$ cat src/rtl/drink_pkg.sv
// drink_pkg: definitions shared by the dispense controller, the vending FSM
// and their testbenches.
//   - beverage codes BEV_NONE / BEV_TEA / BEV_COFFEE
//   - default phase lengths, in clock cycles
//   - the controller state enum
//   - norm_bev(): folds the unused code 2'b11 onto BEV_NONE
// Optional feature macro: DRINK_CUP_DROP_EN adds the cup drop/wait states.
package drink_pkg;

    localparam logic [1:0] BEV_NONE   = 2'b00;
    localparam logic [1:0] BEV_TEA    = 2'b01;
    localparam logic [1:0] BEV_COFFEE = 2'b10;

    localparam int DEF_EJECT_CYCLES = 4;
    localparam int DEF_GAP_CYCLES   = 2;
    localparam int DEF_MIX_CYCLES   = 8;
    localparam int DEF_POUR_CYCLES  = 16;
    localparam int DEF_CNT_W        = 8;

    typedef enum logic [3:0] {
        ST_IDLE,
        ST_EJECT,
        ST_GAP,
        ST_DOSE,
        ST_POUR,
        ST_DONE,
        ST_FAULT
`ifdef DRINK_CUP_DROP_EN
        ,
        ST_CUP_DROP,
        ST_CUP_WAIT
`endif
    } state_e;

    // Code 2'b11 is not a beverage; it behaves exactly like "none".
    function automatic logic [1:0] norm_bev(input logic [1:0] bev);
        return (bev == 2'b11) ? BEV_NONE : bev;
    endfunction

endpackage

$ cat src/rtl/drink_dispense_ctrl_phase_timer.sv
// phase_timer: loadable down-counter that times one controller phase.
// Ports:
//   clk, rst        clock, synchronous active-high reset
//   load            load load_value this cycle (takes priority over counting)
//   load_value      cycles remaining minus one for the phase being entered
//   expired         high while the count is zero, i.e. last cycle of a phase
module phase_timer #(
    parameter int CNT_W = 8
) (
    input  logic             clk,
    input  logic             rst,
    input  logic             load,
    input  logic [CNT_W-1:0] load_value,
    output logic             expired
);

    logic [CNT_W-1:0] count_q;
    logic [CNT_W-1:0] count_d;

    // Counts down to zero and parks there until the next load.
    always_comb begin
        count_d = count_q;
        if (load) begin
            count_d = load_value;
        end else if (count_q != '0) begin
            count_d = count_q - CNT_W'(1);
        end
    end

    always_ff @(posedge clk) begin
        if (rst) begin
            count_q <= '0;
        end else begin
            count_q <= count_d;
        end
    end

    assign expired = (count_q == '0);

endmodule

$ cat src/rtl/drink_dispense_ctrl.sv
// drink_dispense_ctrl: actuator sequencer for one serve transaction.
// Accepts a beverage code plus a coin-change count, ejects the coins,
// runs the selected ingredient motor, opens the water valve, and reports
// busy/done/fault back to the vending FSM. All outputs are registered.
// Ports:
//   clk, rst            clock, synchronous active-high reset
//   req_valid/req_ready serve request handshake
//   req_bev             00 none, 01 tea, 10 coffee, 11 treated as none
//   req_change          number of coins to eject, 0..3
//   water_ok            water level sensor, 1 = sufficient
//   coin_eject, motor_tea, motor_coffee, valve_water   actuators
//   busy, done, fault   status (done is a one-cycle pulse, fault is sticky)
//   cup_present/cup_drop  only with DRINK_CUP_DROP_EN defined
// Optional feature macro: DRINK_CUP_DROP_EN.
module drink_dispense_ctrl
    import drink_pkg::*;
#(
    parameter int EJECT_CYCLES = DEF_EJECT_CYCLES,
    parameter int GAP_CYCLES   = DEF_GAP_CYCLES,
    parameter int MIX_CYCLES   = DEF_MIX_CYCLES,
    parameter int POUR_CYCLES  = DEF_POUR_CYCLES,
    parameter int CNT_W        = DEF_CNT_W
) (
    input  logic       clk,
    input  logic       rst,
    input  logic       req_valid,
    output logic       req_ready,
    input  logic [1:0] req_bev,
    input  logic [1:0] req_change,
    input  logic       water_ok,
    output logic       coin_eject,
    output logic       motor_tea,
    output logic       motor_coffee,
    output logic       valve_water,
    output logic       busy,
    output logic       done,
`ifdef DRINK_CUP_DROP_EN
    input  logic       cup_present,
    output logic       cup_drop,
`endif
    output logic       fault
);

    // The timer counts down to zero, so each phase loads its length minus one.
    localparam logic [CNT_W-1:0] EJECT_LOAD = CNT_W'(EJECT_CYCLES - 1);
    localparam logic [CNT_W-1:0] GAP_LOAD   = CNT_W'(GAP_CYCLES - 1);
    localparam logic [CNT_W-1:0] MIX_LOAD   = CNT_W'(MIX_CYCLES - 1);
    localparam logic [CNT_W-1:0] POUR_LOAD  = CNT_W'(POUR_CYCLES - 1);
`ifdef DRINK_CUP_DROP_EN
    localparam logic [CNT_W-1:0] WAIT_LOAD  = CNT_W'((2 ** CNT_W) - 2);
`endif

    state_e           state_q, state_d;
    state_e           dose_state;
    state_e           pre_dose_state;
    logic [1:0]       bev_q, bev_d;
    logic [1:0]       coins_q, coins_d;
    logic             tmr_load;
    logic [CNT_W-1:0] tmr_load_value;
    logic             tmr_expired;

    logic req_ready_q, req_ready_d;
    logic coin_eject_q, coin_eject_d;
    logic motor_tea_q, motor_tea_d;
    logic motor_coffee_q, motor_coffee_d;
    logic valve_water_q, valve_water_d;
    logic busy_q, busy_d;
    logic done_q, done_d;
    logic fault_q, fault_d;
`ifdef DRINK_CUP_DROP_EN
    logic cup_drop_q, cup_drop_d;
`endif

    phase_timer #(
        .CNT_W(CNT_W)
    ) u_timer (
        .clk        (clk),
        .rst        (rst),
        .load       (tmr_load),
        .load_value (tmr_load_value),
        .expired    (tmr_expired)
    );

    // Water is checked on the cycle that would enter DOSE; a dry reservoir
    // diverts straight to FAULT so no ingredient is wasted. With the cup
    // feature, the cup is dropped first and the check moves to the end of
    // the cup wait.
    always_comb begin
        dose_state = water_ok ? ST_DOSE : ST_FAULT;
`ifdef DRINK_CUP_DROP_EN
        pre_dose_state = ST_CUP_DROP;
`else
        pre_dose_state = dose_state;
`endif
    end

    // Next-state logic; every phase change reloads the shared timer.
    always_comb begin
        state_d        = state_q;
        bev_d          = bev_q;
        coins_d        = coins_q;
        tmr_load       = 1'b0;
        tmr_load_value = '0;
        case (state_q)
            ST_IDLE: begin
                if (req_valid && req_ready_q) begin
                    bev_d   = norm_bev(req_bev);
                    coins_d = req_change;
                    if (req_change != 2'd0) begin
                        state_d        = ST_EJECT;
                        tmr_load       = 1'b1;
                        tmr_load_value = EJECT_LOAD;
                    end else if (norm_bev(req_bev) != BEV_NONE) begin
                        state_d        = pre_dose_state;
                        tmr_load       = 1'b1;
                        tmr_load_value = MIX_LOAD;
                    end else begin
                        state_d = ST_DONE;
                    end
                end
            end
            ST_EJECT: begin
                if (tmr_expired) begin
                    coins_d = coins_q - 2'd1;
                    if (coins_q > 2'd1) begin
                        state_d        = ST_GAP;
                        tmr_load       = 1'b1;
                        tmr_load_value = GAP_LOAD;
                    end else if (bev_q != BEV_NONE) begin
                        state_d        = pre_dose_state;
                        tmr_load       = 1'b1;
                        tmr_load_value = MIX_LOAD;
                    end else begin
                        state_d = ST_DONE;
                    end
                end
            end
            ST_GAP: begin
                if (tmr_expired) begin
                    state_d        = ST_EJECT;
                    tmr_load       = 1'b1;
                    tmr_load_value = EJECT_LOAD;
                end
            end
            ST_DOSE: begin
                if (tmr_expired) begin
                    state_d        = ST_POUR;
                    tmr_load       = 1'b1;
                    tmr_load_value = POUR_LOAD;
                end
            end
            ST_POUR: begin
                if (!water_ok) begin
                    state_d = ST_FAULT;
                end else if (tmr_expired) begin
                    state_d = ST_DONE;
                end
            end
            ST_DONE: begin
                state_d = ST_IDLE;
            end
            ST_FAULT: begin
                state_d = ST_FAULT;
            end
`ifdef DRINK_CUP_DROP_EN
            ST_CUP_DROP: begin
                state_d        = ST_CUP_WAIT;
                tmr_load       = 1'b1;
                tmr_load_value = WAIT_LOAD;
            end
            ST_CUP_WAIT: begin
                if (cup_present) begin
                    state_d        = dose_state;
                    tmr_load       = 1'b1;
                    tmr_load_value = MIX_LOAD;
                end else if (tmr_expired) begin
                    state_d = ST_FAULT;
                end
            end
`endif
            default: begin
                state_d = ST_IDLE;
            end
        endcase
    end

    // Outputs are decoded from the next state so that the registered copies
    // line up with the state they describe.
    always_comb begin
        req_ready_d    = (state_d == ST_IDLE);
        coin_eject_d   = (state_d == ST_EJECT);
        motor_tea_d    = (state_d == ST_DOSE) && (bev_d == BEV_TEA);
        motor_coffee_d = (state_d == ST_DOSE) && (bev_d == BEV_COFFEE);
        valve_water_d  = (state_d == ST_POUR);
        busy_d         = (state_d != ST_IDLE) && (state_d != ST_FAULT);
        done_d         = (state_d == ST_DONE);
        fault_d        = (state_d == ST_FAULT);
`ifdef DRINK_CUP_DROP_EN
        cup_drop_d     = (state_d == ST_CUP_DROP);
`endif
    end

    always_ff @(posedge clk) begin
        if (rst) begin
            state_q        <= ST_IDLE;
            bev_q          <= BEV_NONE;
            coins_q        <= 2'd0;
            req_ready_q    <= 1'b1;
            coin_eject_q   <= 1'b0;
            motor_tea_q    <= 1'b0;
            motor_coffee_q <= 1'b0;
            valve_water_q  <= 1'b0;
            busy_q         <= 1'b0;
            done_q         <= 1'b0;
            fault_q        <= 1'b0;
`ifdef DRINK_CUP_DROP_EN
            cup_drop_q     <= 1'b0;
`endif
        end else begin
            state_q        <= state_d;
            bev_q          <= bev_d;
            coins_q        <= coins_d;
            req_ready_q    <= req_ready_d;
            coin_eject_q   <= coin_eject_d;
            motor_tea_q    <= motor_tea_d;
            motor_coffee_q <= motor_coffee_d;
            valve_water_q  <= valve_water_d;
            busy_q         <= busy_d;
            done_q         <= done_d;
            fault_q        <= fault_d;
`ifdef DRINK_CUP_DROP_EN
            cup_drop_q     <= cup_drop_d;
`endif
        end
    end

    assign req_ready    = req_ready_q;
    assign coin_eject   = coin_eject_q;
    assign motor_tea    = motor_tea_q;
    assign motor_coffee = motor_coffee_q;
    assign valve_water  = valve_water_q;
    assign busy         = busy_q;
    assign done         = done_q;
    assign fault        = fault_q;
`ifdef DRINK_CUP_DROP_EN
    assign cup_drop     = cup_drop_q;
`endif

    // The actuators share one supply rail; never energise two at once.
    assert property (@(posedge clk) disable iff (rst)
        $onehot0({coin_eject_q, motor_tea_q, motor_coffee_q, valve_water_q}));

endmodule

$ cat config.mk
export PLATFORM = sky130hd
export DESIGN_NAME = drink_dispense_ctrl
export DESIGN_NICKNAME = d
export VERILOG_FILES = /design/src/rtl/drink_pkg.sv /design/src/rtl/drink_dispense_ctrl_phase_timer.sv /design/src/rtl/drink_dispense_ctrl.sv
export SDC_FILE = /design/constraint.sdc
export NUM_CORES = 1
export LEC_CHECK = 0
export BUFFER_PORTS_ARGS = -buffer_cell sky130_fd_sc_hd__buf_2
export CAP_MARGIN = 30
export CORE_MARGIN = 4
export CORE_UTILIZATION = 45
export CTS_BUF_LIST = sky130_fd_sc_hd__clkbuf_8
export DETAILED_ROUTE_END_ITERATION = 7
export PLACE_DENSITY = 0.66
export SLEW_MARGIN = 20
export SYNTH_ARGS = -nofsm -noshare
export SYNTH_HDL_FRONTEND = slang
export SYNTH_HIERARCHICAL = 1
export SYNTH_SLANG_ARGS = --single-unit
$ cat constraint.sdc
create_clock -name clk -period 2.3 [get_ports clk]
set_clock_uncertainty 0.1 [all_clocks]
set_input_delay 0.115 -clock clk [delete_from_list [all_inputs] [get_ports clk]]
set_output_delay 0.115 -clock clk [all_outputs]
set_load 0.01 [all_outputs]
# Yosys cells after proc, flatten, opt, wreduce, memory -nomap -nowiden

Index checks and enable logic that the tools add are counted.

Register bits after elaboration: 24
Output and inout port bits: 8

$add $sub $neg: 2
Order comparisons: 1
Equality and inequality tests: 16
Mux-type cells: 37
Reductions and logical operators: 16

Operators with widths:

| cell                                                   | number |
|---|---|
| 2-to-1 mux 3 bit                                       | 11 |
| 2-to-1 mux 4 bit                                       | 7 |
| case mux 4 bit (6 select lines)                        | 1 |
| == test 4 x 3 -> 1 bit (second input constant)         | 5 |
| 2-to-1 mux 8 bit                                       | 2 |
| case mux 4 bit (4 select lines)                        | 1 |
| == test 4 x 2 -> 1 bit (second input constant)         | 3 |
| 2-to-1 mux 2 bit                                       | 6 |
| nonzero test 2 bit                                     | 5 |
| == test 4 x 1 -> 1 bit (second input constant)         | 2 |
| logical NOT 4 bit                                      | 2 |
| logical NOT 8 bit                                      | 1 |
| nonzero test 8 bit                                     | 1 |
| subtractor 8 x 1 -> 8 bit (second input constant)      | 1 |
| 2-to-1 mux 1 bit                                       | 7 |
| == test 2 bit (second input constant)                  | 2 |
| logical AND 1 bit                                      | 4 |
| inequality test 2 bit (second input constant)          | 2 |
| inequality test 4 x 3 -> 1 bit (second input constant) | 1 |
| case mux 2 bit (2 select lines)                        | 1 |
| nonzero test 4 bit                                     | 1 |
| case mux 1 bit (3 select lines)                        | 1 |
| AND reduction 3 bit                                    | 1 |
| == test 2 x 1 -> 1 bit (second input constant)         | 1 |
| 3 further kinds                                        | 3 |

# Logic depth before layout (Yosys ltp)

Depth after elaboration: 9
Mapped depth: 12

# Cells and area by module

The synthesis kept the hierarchy.

Modules (own cells, without submodules):

| module              | times used | cells each | area an instance (um2) |
|---|---|---|---|
| drink_dispense_ctrl | 1          | 105        | 943.4 |
| phase_timer         | 1          | 53         | 475.5 |

# Worst setup path before layout

Ideal clock, no wire load.

Kind: reg-to-reg
From: register u_timer.count_q[3]
To: register u_timer.count_q[0]
Setup time: 0.130 ns
Arrival: 2.280 ns
Required time: 2.070 ns
Slack: -0.210 ns
Stages on the path, launching flop included: 11
Buffers on the path: 3
Clock period less this slack: 2.510 ns
Path through: dfxtp_1 nor4_4 and4bb_1 buf_6 clkbuf_1 nand3_1 o21ai_0 clkbuf_1 nor3_1 nand2_1 o211ai_2

Word-level cells in the longest chain between the ends: 4
Elaborated cells between the ends (all ways): 11
Classes of those cells: 8 x mux; 3 x reduce/logical

RTL lines:

| what                                                   | line                                                                               | source |
|---|---|---|
| start, declared                                        | drink_dispense_ctrl_phase_timer.sv:17                                              | `logic [CNT_W-1:0] count_q;` |
| start signal, assigned                                 | drink_dispense_ctrl_phase_timer.sv:34                                              | `count_q <= count_d;` |
| logical NOT 8 bit *                                    | drink_dispense_ctrl_phase_timer.sv:38                                              | `assign expired = (count_q == '0);` |
| named net tmr_expired                                  | drink_dispense_ctrl.sv:60                                                          | `logic tmr_expired;` |
| 2-to-1 mux 1 bit (on tied branches)                    | drink_dispense_ctrl.sv:139, drink_dispense_ctrl.sv:146, drink_dispense_ctrl.sv:123 |  |
| case mux 1 bit (3 select lines) *                      | drink_dispense_ctrl.sv:104                                                         | `case (state_q)` |
| named net tmr_load                                     | drink_dispense_ctrl.sv:58                                                          | `logic tmr_load;` |
| 2-to-1 mux 8 bit or nonzero test 2 bit (tied branches) | -                                                                                  |  |

Mark *: on every way through the listed nets, which the timed path passes. The rest lies on a longest branch.
A chain may end at the register's enable or synchronous reset.

# Worst setup path in the final report

From: register u_timer.count_q[0]
To: register motor_tea_q (netlist: motor_tea)

Word-level cells in the longest chain between the ends: 6
Elaborated cells between the ends (all ways): 9
Classes of those cells: 1 x eq/ne; 6 x mux; 2 x reduce/logical

RTL lines:

| what                              | line                                  | source |
|---|---|---|
| logical NOT 8 bit *               | drink_dispense_ctrl_phase_timer.sv:38 |  |
| named net tmr_expired             | drink_dispense_ctrl.sv:60             |  |
| 2-to-1 mux 4 bit                  | drink_dispense_ctrl.sv:155            | `end else if (tmr_expired) begin` |
| 2-to-1 mux 4 bit                  | drink_dispense_ctrl.sv:153            | `if (!water_ok) begin` |
| case mux 4 bit (6 select lines) * | drink_dispense_ctrl.sv:104            |  |
| == test 4 x 2 -> 1 bit *          | drink_dispense_ctrl.sv:192            | `motor_tea_d = (state_d == ST_DOSE) && (bev_d == BEV_TEA);` |
| logical AND 1 bit *               | drink_dispense_ctrl.sv:192            |  |
| end signal, assigned              | drink_dispense_ctrl.sv:225            | `motor_tea_q <= motor_tea_d;` |
| end, declared                     | drink_dispense_ctrl.sv:64             | `logic motor_tea_q, motor_tea_d;` |

Marks and branches as above.

==> flow_summary.yaml <==
detailed_routing:
  drt_iter0_drc: 54
  routed_wl_um: 3420
  ant_nets: 0
  avgRoutedWirePerCell_um: 14.7
  firstDrtPassIters: 4
  vias: 1269
  drcViolationCount: 0
  vias_per_cell: 5.47
power_and_ir_drop:
  power.density_nw_per_um2: 925
  power_w: 0.00159
  ir_drop_v: 0.000456
  power_leakage_nw: 0.711
final_layout:
  layout_common_cells: "dfxtp_1, buf_2, nor2_1"
  layout-drive-gt1-share_pct: 29.8
  antenna_cells: 0
  fillers: 267
  fin_nets: 201
  finish.utilization_pct: 56.9
  final_common_cell: "dfxtp_1"
  syn2layout_area_growth_pct: 21.4
  fin_area_um2: 1720
clock_tree:
  htree_levels: 1
  root_buffer: "clkbuf_8"
  cts_buffers: 3
  ctsLongestPathBuffers: 2
  clkSlewWorstSetupHoldPaths_ns: 0.10
  cts_hold_buf: 0
  clock-sinks: 24
  clock_latency_ns: 0.28
  cts_tree: "yes"
logic_synthesis:
  yosysWarnings: 6
  synthesis.area_um2: 1420
  ys_ff_latch: 24
  synth-xor-area-share_pct: 2.47
  synth_edf_count: 0
  synthArstFlopShare_pct: 0
  synth-compound-area-share_pct: 21.4
  syn_inst: 158
  synth.distinct_cells: 51
  synthAdderAreaFrac_pct: 3.53
  synthSimpleGateAreaFrac_pct: 30.5
  ys_seq_area_share_pct: 33.9
  synth_top_family_by_area: "simple AND/OR/NAND/NOR gates"
  synth_ff_type: "dfxtp_1"
  syn_area_per_cell_um2: 8.98
  muxShareOfSynthArea_pct: 2.12
sta:
  min_period_ns: 2.19
  setup_viol: 0
  drv_slew: 0
  finalCritPeriodShare_pct: 95.4
  clock.fmax_mhz: 456
  relSlewSlack_pct: 66.8
  hold_viol: 0
  fin_hold_ws_ns: 0.118
  tightest_slew_ns: 0.494
worst_setup_path:
  required_ns: 2.38
  r2r_cells: 8
  critPathLaunchType: "register"
  critical_path.max_fanout: 6
  critPathKind: "register to register"
  cp-end-kind: "register"
  cp.arrival_ns: 2.28
placement:
  post-dp-hpwl_um: 2560
  gp_congestion: 0.856
  placed_cell_area_um2: 1610
  port_buffers: 15
run_status:
  status: "completed"
floorplanning:
  io_pins: 16
  coreArea_um2: 3030
  die_h_um: 64.2
  initial_utilization_pct: 46.9
  rows: 20
  die_x_um: 64.2
  die_area_um2: 4120
grt:
  grt-ovfl-total: 0
  grt_pass1_wl_um: 5590
  grt_max_degree: 20
  grt_pass1_vias: 1226
  grt.total_usage_pct: 17.1
  grt_antenna_before_repair: 0
hold_path:
  min_path_type: "primary input to register"
  worstHoldPathCells: 3
flow_run:
  cap_violations: 0
==> layer usage <==
layer  routed length [um]  GRT usage, %  vias to the layer above
li1                     -             -                      634
met1                 1430          19.6                      595
met2                 1770          31.0                       32
met3                  144          3.69                        8
met4                   66          6.07                        0
met5                    0             0                        -
==> final cells by class <==
cell class                      count  area [um2]  area share, %
Multi-Input combinational cell    123         905           52.5
Clock inverter                      1        30.0           1.74
Timing Repair Buffer               28         173           10.0
Inverter                            9        33.8           1.96
Clock buffer                        3        41.3           2.40
Sequential cell                    24         485           28.2
Tap cell                           44        55.1           3.20
==> cells in the mapped netlist (3+ instances only) <==
master     n  area, um2
a211oi_1   4       30.0
a21oi_1    4       20.0
buf_6      3       33.8
clkbuf_1   3       11.3
dfxtp_1   24        480
ha_1       4       50.1
inv_1      9       33.8
mux2i_1    3       30.0
nand2_1   13       48.8
nand2b_1   3       18.8
nor2_1    14       52.6
nor2b_1    7       43.8
nor3_1     8       40.0
o21a_1     3       22.5
o21ai_0    7       35.0
o32ai_1    4       35.0
xnor2_1    3       26.3
==> through the flow <==
stage	setup slack, ns	setup TNS [ns]	std cells
2_1_floorplan	0.00996	0	162
3_3_place_gp	0.0517	0	226
3_5_place_dp	-0.00695	-0.00695	226
4_1_cts	0.0140	0	230
5_1_grt	-0.00611	-0.00611	232
6_report	0.105	0	232
==> state kept, by name, summed over array words and instances (netlist names) <==
signal	count
fault	1
coins_q	2
done	1
coin_eject	1
u_timer/count_q	8
bev_q	2
state_q	4
valve_water	1
req_ready	1
busy	1
motor_tea	1
motor_coffee	1
==> worst max-delay path, cell delays in order, from the launching register on <==
cell and delay (ns):
dfxtp_1 0.35, inv_1 0.06, ha_1 0.23, and4bb_4 0.24, nand4b_1 0.10, a21oi_1 0.10, a311oi_4 0.46, o211ai_4 0.16
nor4b_2 0.29
==> report_power, final <==
part | leakage [nW] | total, W | switching (W) | internal [W]
clock | 0.0357 | 0.000383 | 0.000150 | 0.000233
combinational | 0.477 | 0.000652 | 0.000313 | 0.000339
sequential | 0.198 | 0.000559 | 0.0000733 | 0.000486
total | 0.711 | 0.00159 | 0.000536 | 0.00106
==> worst paths after layout <==
path,from,end,slack [ns]
worst max-delay path,u_timer/count_q[0],motor_tea,0.11
worst min register to register,coins_q[1],coins_q[1],0.39
worst max register to register,u_timer/count_q[0],motor_tea,0.11
worst min-delay path,req_change[1],coins_q[1],0.12
==> repair_timing <==
item,in CTS,in global routing
setup endpoints to repair,4,15
hold endpoints to repair,0,0
buffers inserted,0,1
gates resized for setup,1,11
cloned,0,1
pin swaps,0,3
==> cells by family after synthesis <==
logic type,after synthesis
XOR/XNOR,4
flip-flops,24
AND/OR/NAND/NOR,68
multiplexers,3
other,1
buffers and inverters,16
adder cells (fa/ha/maj),4
AO/OA/AOI/OAI,38
(Power assumes the default switching activity.)
